[config.mk]
export PLATFORM = sky130hd
export DESIGN_NAME = ctrl_decode_queue
export DESIGN_NICKNAME = d
export VERILOG_FILES = /design/src/rtl/ctrl_decode_queue.sv
export SDC_FILE = /design/constraint.sdc
export NUM_CORES = 1
export LEC_CHECK = 0
export ABC_CLOCK_PERIOD_IN_PS = 3300
export CORE_ASPECT_RATIO = 2
export CORE_UTILIZATION = 50
export CTS_BUF_LIST = sky130_fd_sc_hd__clkbuf_2 sky130_fd_sc_hd__clkbuf_4 sky130_fd_sc_hd__clkbuf_8
export CTS_CLUSTER_SIZE = 10
export DETAILED_ROUTE_END_ITERATION = 7
export PLACE_DENSITY = 0.76
export SETUP_SLACK_MARGIN = 0.05
export SLEW_MARGIN = 40
export SYNTH_ARGS = -nofsm -noshare
export SYNTH_HDL_FRONTEND = slang
export SYNTH_SLANG_ARGS = --single-unit
[constraint.sdc]
create_clock -name CLK -period 3.3 [get_ports CLK]
set_input_delay 0.33 -clock CLK [delete_from_list [all_inputs] [get_ports CLK]]
set_output_delay 0.33 -clock CLK [all_outputs]
set_load 0.01 [all_outputs]
[src/rtl/ctrl_decode_queue.sv]
// rtl/ctrl_decode_queue.sv - RV32 main-control decoder feeding a DEPTH-entry fetch-to-execute queue
// Optional illegal-opcode flagging is enabled by defining DECODE_ILLEGAL_EN.
module ctrl_decode_queue #(
  parameter int DEPTH = 4,
  parameter int PC_W  = 32
) (
  input  logic                     CLK,
  input  logic                     RST_N,
  input  logic                     FLUSH,
  input  logic                     IN_VALID,
  output logic                     IN_READY,
  input  logic [31:0]              IN_INSTR,
  input  logic [PC_W-1:0]          IN_PC,
  output logic                     OUT_VALID,
  input  logic                     OUT_READY,
  output logic [11:0]              OUT_CTRL,
  output logic [31:0]              OUT_INSTR,
  output logic [PC_W-1:0]          OUT_PC,
  output logic                     OUT_ILLEGAL,
  output logic [$clog2(DEPTH):0]   COUNT
);

  localparam int PTR_W = $clog2(DEPTH);
  localparam int CNT_W = PTR_W + 1;

  // Control bundle field positions, bit 11 = J0 down to EXTOP in [2:0].
  localparam logic [11:0] F_J0 = 12'h800;
  localparam logic [11:0] F_J1 = 12'h400;
  localparam logic [11:0] F_B  = 12'h200;
  localparam logic [11:0] F_U0 = 12'h100;
  localparam logic [11:0] F_U1 = 12'h080;
  localparam logic [11:0] F_RW = 12'h040;
  localparam logic [11:0] F_MW = 12'h020;
  localparam logic [11:0] F_MT = 12'h010;
  localparam logic [11:0] F_RS = 12'h008;

  logic [PTR_W-1:0] wr_ptr_q, wr_ptr_d;
  logic [PTR_W-1:0] rd_ptr_q, rd_ptr_d;
  logic [CNT_W-1:0] count_q, count_d;

  logic [11:0]      ctrl_mem  [DEPTH];
  logic [31:0]      instr_mem [DEPTH];
  logic [PC_W-1:0]  pc_mem    [DEPTH];

  logic [11:0]      dec_ctrl;
  logic             push;
  logic             pop;

`ifdef DECODE_ILLEGAL_EN
  logic             dec_illegal;
  logic             ill_mem [DEPTH];
`endif

  always_comb begin
    dec_ctrl = '0;
`ifdef DECODE_ILLEGAL_EN
    dec_illegal = 1'b0;
`endif
    case (IN_INSTR[6:0])
      7'b0000011: dec_ctrl = F_RW | F_MT | F_RS;
      7'b0100011: dec_ctrl = F_MW | F_RS | 12'h002;
      7'b0110011: dec_ctrl = F_RW;
      7'b0010011: dec_ctrl = F_RW | F_RS;
      7'b1100011: dec_ctrl = F_B | 12'h003;
      7'b1101111: dec_ctrl = F_J0 | F_RW | 12'h004;
      7'b1100111: dec_ctrl = F_J1 | F_RW | F_RS;
      7'b0110111: dec_ctrl = F_U0 | F_RW | 12'h001;
      7'b0010111: dec_ctrl = F_U1 | F_RW | 12'h001;
      default: begin
        dec_ctrl = '0;
`ifdef DECODE_ILLEGAL_EN
        // Every table opcode ends in 2'b11, so compressed-looking words land here too.
        dec_illegal = 1'b1;
`endif
      end
    endcase
  end

  assign IN_READY  = (count_q < CNT_W'(DEPTH));
  assign OUT_VALID = (count_q != '0);
  assign COUNT     = count_q;

  assign push = IN_VALID & IN_READY & ~FLUSH;
  assign pop  = OUT_VALID & OUT_READY & ~FLUSH;

  always_comb begin
    wr_ptr_d = wr_ptr_q;
    rd_ptr_d = rd_ptr_q;
    count_d  = count_q;
    if (FLUSH) begin
      wr_ptr_d = '0;
      rd_ptr_d = '0;
      count_d  = '0;
    end else begin
      if (push) wr_ptr_d = wr_ptr_q + PTR_W'(1);
      if (pop)  rd_ptr_d = rd_ptr_q + PTR_W'(1);
      case ({push, pop})
        2'b10:   count_d = count_q + CNT_W'(1);
        2'b01:   count_d = count_q - CNT_W'(1);
        default: count_d = count_q;
      endcase
    end
  end

  always_ff @(posedge CLK or negedge RST_N) begin
    if (!RST_N) begin
      wr_ptr_q <= '0;
      rd_ptr_q <= '0;
      count_q  <= '0;
    end else begin
      wr_ptr_q <= wr_ptr_d;
      rd_ptr_q <= rd_ptr_d;
      count_q  <= count_d;
    end
  end

  // Storage is left unreset; the empty-queue output gating hides stale contents.
  always_ff @(posedge CLK) begin
    if (push) begin
      ctrl_mem[wr_ptr_q]  <= dec_ctrl;
      instr_mem[wr_ptr_q] <= IN_INSTR;
      pc_mem[wr_ptr_q]    <= IN_PC;
`ifdef DECODE_ILLEGAL_EN
      ill_mem[wr_ptr_q]   <= dec_illegal;
`endif
    end
  end

  assign OUT_CTRL  = OUT_VALID ? ctrl_mem[rd_ptr_q]  : '0;
  assign OUT_INSTR = OUT_VALID ? instr_mem[rd_ptr_q] : '0;
  assign OUT_PC    = OUT_VALID ? pc_mem[rd_ptr_q]    : '0;

`ifdef DECODE_ILLEGAL_EN
  assign OUT_ILLEGAL = OUT_VALID ? ill_mem[rd_ptr_q] : 1'b0;
`else
  assign OUT_ILLEGAL = 1'b0;
`endif

endmodule
**Yosys cells after proc, flatten, opt, wreduce, memory -nomap -nowiden**

Memories as Yosys holds them, arrays and structs flattened.
Index checks and enable logic that the tools add are counted.

- Flip-flop bits (word level): 7
- RAM bits: 304
- Memories: 3

Memories:

| name | depth | width | read ports | clocked after memory_dff | write ports | line | text |
|---|---|---|---|---|---|---|---|
| instr_mem | 4 | 32 | 1 | 0 | 1 | 42 | `logic [31:0] instr_mem [DEPTH];` |
| pc_mem | 4 | 32 | 1 | 0 | 1 | 43 | `logic [PC_W-1:0] pc_mem [DEPTH];` |
| ctrl_mem | 4 | 12 | 1 | 0 | 1 | 41 | `logic [11:0] ctrl_mem [DEPTH];` |

- $add $sub $neg: 4
- $lt $le $gt $ge: 1
- Equal/unequal tests: 11
- Mux-type cells: 12
- Bitwise operators: 5
- Reduce and logical (&&, ||, !) cells: 4

Operators by type and width:

| operator | number |
|---|---|
| $pmux W12 S9 | 1 |
| $mux W32 | 2 |
| $eq A7 B6 Y1 const B | 3 |
| $eq A7 B7 Y1 const B | 3 |
| $eq A7 B5 Y1 const B | 2 |
| $mux W12 | 1 |
| $mux W2 | 4 |
| $eq A7 B2 Y1 const B | 1 |
| $pmux W3 S2 | 1 |
| $reduce_bool A3 Y1 | 2 |
| $add A2 B1 Y2 const B | 2 |
| $and A1 B1 Y1 | 4 |
| $reduce_bool A2 Y1 | 2 |
| $add A3 B1 Y3 const B | 1 |
| $lt A3 B3 Y1 const B | 1 |
| $mux W3 | 1 |
| $sub A3 B1 Y3 const B | 1 |
| $eq A2 B1 Y1 const B | 1 |
| $eq A2 B2 Y1 const B | 1 |
| $mux W1 | 2 |
| $not A1 Y1 | 1 |

**Longest topological paths before layout**

Gate-level depths: netlist of run 1.

- Depth after elaboration: 6
- Depth in mapped cells: 11
- Depth with buffers taken out: 8

**Worst setup path after synthesis of run 1**

Ideal clock, no wire load.

- Path type: register to register
- Start point: reg count_q[2] (netlist: COUNT[2])
- End point: mem ctrl_mem[0][0] (enable)
- Arrival time: 2.798 ns
- Path slack: 0.060 ns
- Stages on the path, launching flop included: 6
- Period minus slack after synthesis: 3.240 ns
- Path through: dfrtp_1 buf_6 nor2b_1 buf_2 nor2b_1 and2_1

- Cells in the longest elaborated chain, start to end: 5

RTL lines:

| element | line | text |
|---|---|---|
| start, declared | 39 | `logic [CNT_W-1:0] count_q, count_d;` |
| start signal, assigned | 113 | `count_q <= count_d;` |
| $lt A3 B3 Y1 | 79 | `assign IN_READY = (count_q < CNT_W'(DEPTH));` |
| $and A1 B1 Y1 (2 in a row) | 83 | `assign push = IN_VALID & IN_READY & ~FLUSH;` |
| $mux W1 | 119 | `if (push) begin` |
| $mux W1 (not written as such) | 120 | `ctrl_mem[wr_ptr_q] <= dec_ctrl;` |
| end, declared | 41 |  |

Every way passes these cells.

**Worst setup path in the final report of run 1**

- Start point: reg rd_ptr_q[0]
- End point: out OUT_INSTR[21]

- Cells in the longest elaborated chain, start to end: 2

RTL lines:

| element | line | text |
|---|---|---|
| start, declared | 38 | `logic [PTR_W-1:0] rd_ptr_q, rd_ptr_d;` |
| start signal, assigned | 112 | `rd_ptr_q <= rd_ptr_d;` |
| $mem_v2 Z4 W32 | - |  |
| $mux W32 | 130 | `assign OUT_INSTR = OUT_VALID ? instr_mem[rd_ptr_q] : '0;` |
| end, declared | 17 | `output logic [31:0] OUT_INSTR,` |

Every way passes these cells.

==> reports/qor.log, run 1 <==
[placed_design] Cell Count Post-Placement 989
[outcome] failing checks DRC
[sta] post-route clock period utilization 0.938
[sta] maximum clock skew at final layout 0.0266 ns
[global_route] GRT Overall Usage 0.200
[final_layout] final std cell area, no fill 14700 um2
[route] M1 wire length 8360 um
[floorplan] starting utilization of the core area 0.508
[pwr] Leakage 4.68 nW
[route] met2 WL 13500 um
[placed_design] DP Area 13900 um2
[placed_design] input/output buffers 149
[clocking] clock insertion delay at the later pin of the skew report 0.55 ns
[logic_synthesis] post-synth cell types 37
[global_route] global-route wire length before repair 36600 um
[floorplan] area of the core 23700 um2
[logic_synthesis] flip-flop cell with the highest count after synthesis edfxtp_1
[logic_synthesis] fraction of the yosys area taken by sequential cells 0.762
[setup_path] critical path start-end classification reg -> out
[setup_path] critical path required time 2.97 ns
[setup_path] worst-path cell chain buf_4 > mux4_2 > and2_1 > clkdlybuf4s50_1
[sta] clock period minus final worst setup slack 3.09 ns
[floorplan] standard-cell rows 80
[route] Routed Wire Length 23800 um
[global_route] via count of the first global-routing pass 6596
[clocking] clock-pin transition on the worst setup and hold timing paths 0.07 ns
[hold_path] Hold Path Class in -> async
[sta] Sum Neg Setup Slack 0 ns
[floorplan] height of the die 222 um
[final_layout] non-filler instance count after layout 1064
[placed_design] Placer Congestion 0.779
[final_layout] fraction of layout cells with a size suffix above 1 0.220
[clocking] total clock buffers created by CTS 41
[logic_synthesis] Warnings, synthesis 0
[route] routed via count 5982
[route] number of nets with antenna violations after routing 0
[logic_synthesis] Synth Area per Inst 21.2 um2
[pwr] power per cell area 599 nW/um2
[logic_synthesis] gate count after technology mapping 568
[global_route] aggregate global routing overflow 0
[sta] slew at the pin with the worst max-slew slack 0.746 ns
[logic_synthesis] post-synthesis cell area 12000 um2
[route] wire length per cell 22.3 um
[route] met3 layer wire length in the routed design 977 um
[route] remaining design rule violation count 9
[sta] Hold Violations, Final 0
[global_route] largest net degree at the start of global routing 78
[pwr] post-layout power 8.81 mW
[sta] unrepaired setup endpoints after global routing false
[setup_path] stage delay of the slowest cell on the critical path 0.57 ns
[setup_path] arrival time worst endpoint 2.76 ns
[floorplan] die extent in x 112 um
[clocking] total number of H-tree levels 2
[clocking] TritonCTS clock tree yes
[sta] number of max-slew violations in the final report 0
[pwr] IR drop worst, VDD 0.000297 V
[sta] Max-Slew Margin vs Limit 0.503
[floorplan] Total Die Area 24800 um2
[route] highest routed metal layer met4
[outcome] run status finished with violations
[placed_design] Post-DP HPWL 15200 um
[clocking] Clock Path Buffers 3
[setup_path] sort of element at the start of the critical path register
[clocking] clk root buf clkbuf_8
[setup_path] Crit. End Element output port
[route] drt pass-1 iters 8
[final_layout] # nets final 819
[sta] number of setup violations in the final report 0
[setup_path] Critical Path Fanout Max 18
[final_layout] Layout Utilization 0.620
[route] average vias per placed instance 5.62
[logic_synthesis] Synth Net Count 642
[logic_synthesis] FFs w/ async S/R, synth 0.0228
[route] Detailed Route Iter0 Violations 373
[global_route] initial antenna violation count 3
[logic_synthesis] #FFs+latches synth 307
[job] number of max-capacitance violations reported 0
[floorplan] total I/O pin count 151
[clocking] number of sinks driven by the clock tree 307
[setup_path] cell type of the slowest stage on the worst timing path dfrtp_4
[sta] f_max 0.323 GHz
[final_layout] Area Growth Syn to Fin 22.0%
[logic_synthesis] Post-synth EDFFs 300
==> kinds of logic after synthesis <==
kind of cell               count (synthesis)  share of synthesized area
DFF                                      307                      0.762
and+or+nand+nor                          119                     0.0577
muxes                                     76                      0.141
buffers and inverters                     39                     0.0211
AOI/OAI and AO/OA                         17                    0.00883
adders and majority gates                  5                    0.00582
xor gates and xnor gates                   4                    0.00291
other                                      1                   0.000311
==> state kept, by name, summed over array words and instances (netlist names) <==
register	cells
COUNT	3
ctrl_mem	44
instr_mem	128
pc_mem	128
rd_ptr_q	2
wr_ptr_q	2
==> worst max-delay path, delay by kind of cell (launching register included) <==
kind | cells | cell delay, ns
buf+inv | 2 | 0.89
mux | 1 | 0.57
flops | 1 | 0.57
simple gates | 1 | 0.19
==> routing by layer <==
layer	track usage	vias up
met5	0	-
met4	0.102	0
met3	0.0279	49
met2	0.377	192
met1	0.213	3111
li1	-	2630
==> path summary, 6_finish.rpt <==
check,startpoint,to,depth (start not counted),slack (ns)
worst max-delay path,rd_ptr_q[0],OUT_INSTR[21],4,0.21
worst min-delay path,RST_N,COUNT[0],1,0.08
worst max register to register,COUNT[0],COUNT[2],8,0.58
worst min register to register,wr_ptr_q[0],wr_ptr_q[0],2,0.65
max in group asynchronous,RST_N,rd_ptr_q[1],1,2.93
min in group CLK,IN_INSTR[8],instr_mem[3][8],1,0.42
==> synthesized netlist by cell type (5+ instances only) <==
cell type	number	area share
clkbuf_1	12	0.0037
a21oi_1	7	0.0029
edfxtp_1	300	0.75
buf_2	9	0.0037
nor3_1	5	0.0021
nand3_1	5	0.0021
mux4_2	75	0.14
dfrtp_1	7	0.015
and2_1	79	0.041
nor2_1	14	0.0044
==> cell usage in the layout (no fill, tap or decap), types with 5 or more instances in the layout <==
cell type        instances
buf_12                   6
clkbuf_8                43
nor2_1                  14
nor3_1                   5
clkinv_2                 8
nand3_1                  5
edfxtp_1               300
dfrtp_1                  5
a21oi_1                  7
and2_1                  75
clkdlybuf4s50_1        149
buf_4                   13
clkbuf_4                13
mux4_2                  75
clkinv_1                 6
==> area by class of cell <==
type                    instances  area (um2)
diodes                          3        7.51
fillers                      1636        9020
multi-input cells             222        2620
inverters                       4        15.0
well taps                     287         359
flip-flops and latches        307        9190
clock buffers                  56         689
clock inverters                16         100
repair buffers                169        1720
==> power by group <==
part / total (mW) / leakage [nW] / internal (mW) / switching [mW]
Sequential: 4.50 / 2.80 / 4.42 / 0.0726
Clock: 2.72 / 0.424 / 1.44 / 1.29
Combinational: 1.59 / 1.45 / 0.884 / 0.710
==> timing repair <==
| action | 4_1_cts | 5_1_grt |
|---|---|---|
| setup endpoints to repair | 0 | 1 |
| resized for setup | 0 | 1 |
| hold buffers | 0 | 0 |
| hold endpoints to repair | 0 | 0 |
| buffers inserted | 0 | 0 |
==> through the flow <==
| step | hold WS [ns] | setup slack, ns |
|---|---|---|
| floorplan | 0.0344 | 0.0599 |
| global route | 0.0709 | 0.0635 |
| global placement | 0.590 | 0.583 |
| detailed placement | 0.622 | 0.517 |
| finish | 0.0750 | 0.205 |
| CTS | 0.0568 | 0.0923 |
No activity file was read; power rests on OpenSTA's default activity.
==> run 2: changes to the inputs <==
--- a/config.mk
+++ b/config.mk
@@ -7,11 +7,12 @@
 export LEC_CHECK = 0
 export ABC_CLOCK_PERIOD_IN_PS = 3300
 export CORE_ASPECT_RATIO = 2
+export CORE_MARGIN = 4
 export CORE_UTILIZATION = 50
 export CTS_BUF_LIST = sky130_fd_sc_hd__clkbuf_2 sky130_fd_sc_hd__clkbuf_4 sky130_fd_sc_hd__clkbuf_8
 export CTS_CLUSTER_SIZE = 10
 export DETAILED_ROUTE_END_ITERATION = 7
-export PLACE_DENSITY = 0.76
+export PLACE_DENSITY = 0.72
 export SETUP_SLACK_MARGIN = 0.05
 export SLEW_MARGIN = 40
 export SYNTH_ARGS = -nofsm -noshare
==> constraint.sdc (replaced) <==
create_clock -name CLK -period 3.3 [get_ports CLK]
set_input_delay 0.33 -clock CLK [delete_from_list [all_inputs] [get_ports CLK]]
set_output_delay 0.33 -clock CLK [all_outputs]
set_load 0.02 [all_outputs]
==> reports/qor.log, run 2 (synthesis gave the netlist of run 1 again) <==
[outcome] run status finished, final reports clean
[placed_design] Cell Count Post-Placement 983
[clocking] total clock buffers created by CTS 41
[route] Detailed Route Iter0 Violations 345
[clocking] number of resized instances in the post-cts repair step 0
[sta] maximum clock skew at final layout 0.0265 ns
[route] routed via count 5948
[clocking] clock-pin transition on the worst setup and hold timing paths 0.07 ns
[floorplan] total I/O pin count 151
[clocking] number of sinks driven by the clock tree 307
[global_route] initial antenna violation count 4
[clocking] Setup Fix Bufs, Post-CTS 0
[final_layout] Area Growth Syn to Fin 22.2%
[setup_path] Crit. End Element output port
[floorplan] standard-cell rows 80
[sta] Hold Violations, Final 0
[final_layout] most frequent cells in the layout edfxtp_1, clkdlybuf4s50_1, mux4_2, and2_1, clkbuf_8
[route] met3 layer wire length in the routed design 1200 um
[pwr] Leakage 4.67 nW
[sta] slew at the pin with the worst max-slew slack 0.520 ns
[floorplan] height of the die 228 um
[placed_design] Post-DP HPWL 14800 um
[setup_path] critical path start-end classification reg -> out
[final_layout] fraction of layout cells with a size suffix above 1 0.213
[sta] Max-Slew Margin vs Limit 0.651
[setup_path] sort of element at the start of the critical path register
[route] wire length per cell 22.6 um
[floorplan] die extent in x 118 um
[global_route] aggregate global routing overflow 0
[global_route] global-route wire length before repair 37100 um
[route] met2 WL 13600 um
[setup_path] Critical Path Fanout Max 32
[job] number of max-capacitance violations reported 0
[clocking] clk root buf clkbuf_8
[route] M1 wire length 8620 um
[floorplan] starting utilization of the core area 0.506
[placed_design] Placer Congestion 0.759
[clocking] clock insertion delay at the later pin of the skew report 0.54 ns
[final_layout] # nets final 813
[final_layout] final-layout fill cell count 1708
[sta] number of max-slew violations in the final report 0
[route] remaining design rule violation count 0
[setup_path] critical path required time 2.97 ns
[sta] unrepaired setup endpoints after global routing false
[final_layout] non-filler instance count after layout 1061
[floorplan] area of the core 23800 um2
[setup_path] stage delay of the slowest cell on the critical path 0.60 ns
[clocking] count of hold buffers inserted by post-cts repair 0
[sta] clock period minus final worst setup slack 3.08 ns
[sta] post-route clock period utilization 0.934
[clocking] Clock Path Buffers 3
[clocking] total number of H-tree levels 2
[sta] tightest hold margin 0.0940 ns
[global_route] largest net degree at the start of global routing 76
[route] Routed Wire Length 24000 um
[global_route] GRT Overall Usage 0.182
[setup_path] worst-case reg-to-reg path depth 8
[route] number of nets with antenna violations after routing 0
[sta] f_max 0.324 GHz
[route] highest routed metal layer met5
[pwr] IR drop worst, VDD 0.000388 V
[final_layout] commonest non-fill, non-tap cell in the layout edfxtp_1
[route] average vias per placed instance 5.61
[global_route] via count of the first global-routing pass 6581
[sta] number of setup violations in the final report 0
[placed_design] input/output buffers 149
[pwr] power per cell area 618 nW/um2
[route] drt pass-1 iters 5
[hold_path] Hold Path Class in -> async
[floorplan] Total Die Area 26800 um2
[setup_path] worst-path cell chain buf_12 > mux4_2 > and2_1 > clkdlybuf4s50_1
[sta] Sum Neg Setup Slack 0 ns
[final_layout] leading registers by flop count instr_mem: 128 flops, pc_mem: 128 flops, ctrl_mem: 44 flops
[setup_path] cell type of the slowest stage on the worst timing path dfrtp_4
[clocking] TritonCTS clock tree yes
[setup_path] arrival time worst endpoint 2.75 ns
[run 2: cell types whose count changed in the layout (fill, tap and decap cells not counted), moves of 2 or more]
cell / delta
buf_12: +2
buf_4: -7
clkbuf_4: +3
clkinv_1: +3
clkinv_2: -4
[run 2: path summary, 6_finish.rpt]
| check | startpoint | end | slack, ns |
|---|---|---|---|
| max | rd_ptr_q[0] | OUT_INSTR[18] | 0.22 |
| min | RST_N | COUNT[0] | 0.09 |
| max reg2reg | COUNT[1] | COUNT[2] | 0.53 |
| min reg2reg | wr_ptr_q[0] | wr_ptr_q[0] | 0.68 |
| max in group asynchronous | RST_N | rd_ptr_q[1] | 2.86 |
| min in group CLK | IN_PC[27] | pc_mem[2][27] | 0.43 |
[run 2: final cells by class]
class | instances | area, um2 | area share
Antenna cell | 3 | 7.51 | 0.000510
Clock buffer | 59 | 712 | 0.0484
Clock inverter | 16 | 121 | 0.00824
Inverter | 4 | 15.0 | 0.00102
Multi-Input combinational cell | 222 | 2620 | 0.178
Sequential cell | 307 | 9190 | 0.624
Tap cell | 287 | 359 | 0.0244
Timing Repair Buffer | 163 | 1700 | 0.115
[run 2: report_power, final]
group	internal (mW)	switching, mW	total (mW)
Clock	1.55	1.28	2.83
Combinational	0.894	0.880	1.77
Sequential	4.42	0.0713	4.50
[run 2: through the flow]
stage | setup slack [ns] | power (mW) | cell area [um2] | utilization
finish | 0.217 | 9.10 | 14700 | 0.618
global route | 0.0787 | 9.50 | 14700 | 0.618
CTS | 0.132 | 9.22 | 14700 | 0.618
detailed placement | 0.414 | 6.39 | 13900 | 0.583
global placement | 0.670 | 6.35 | 13900 | 0.583
floorplan | 0.588 | 5.62 | 12100 | -
[run 2: critical path: cells and delay by family (launching register included)]
| kind | cells | cell delay [ns] |
|---|---|---|
| buffers and inverters | 2 | 0.85 |
| flip-flops | 1 | 0.60 |
| multiplexers | 1 | 0.53 |
| AND/OR/NAND/NOR | 1 | 0.20 |
[run 2: metal layers]
metal | vias to the layer above | track usage
met1 | 3087 | 0.206
met2 | 188 | 0.338
met3 | 45 | 0.0353
met5 | - | 0
met4 | 4 | 0.0773
li1 | 2624 | -
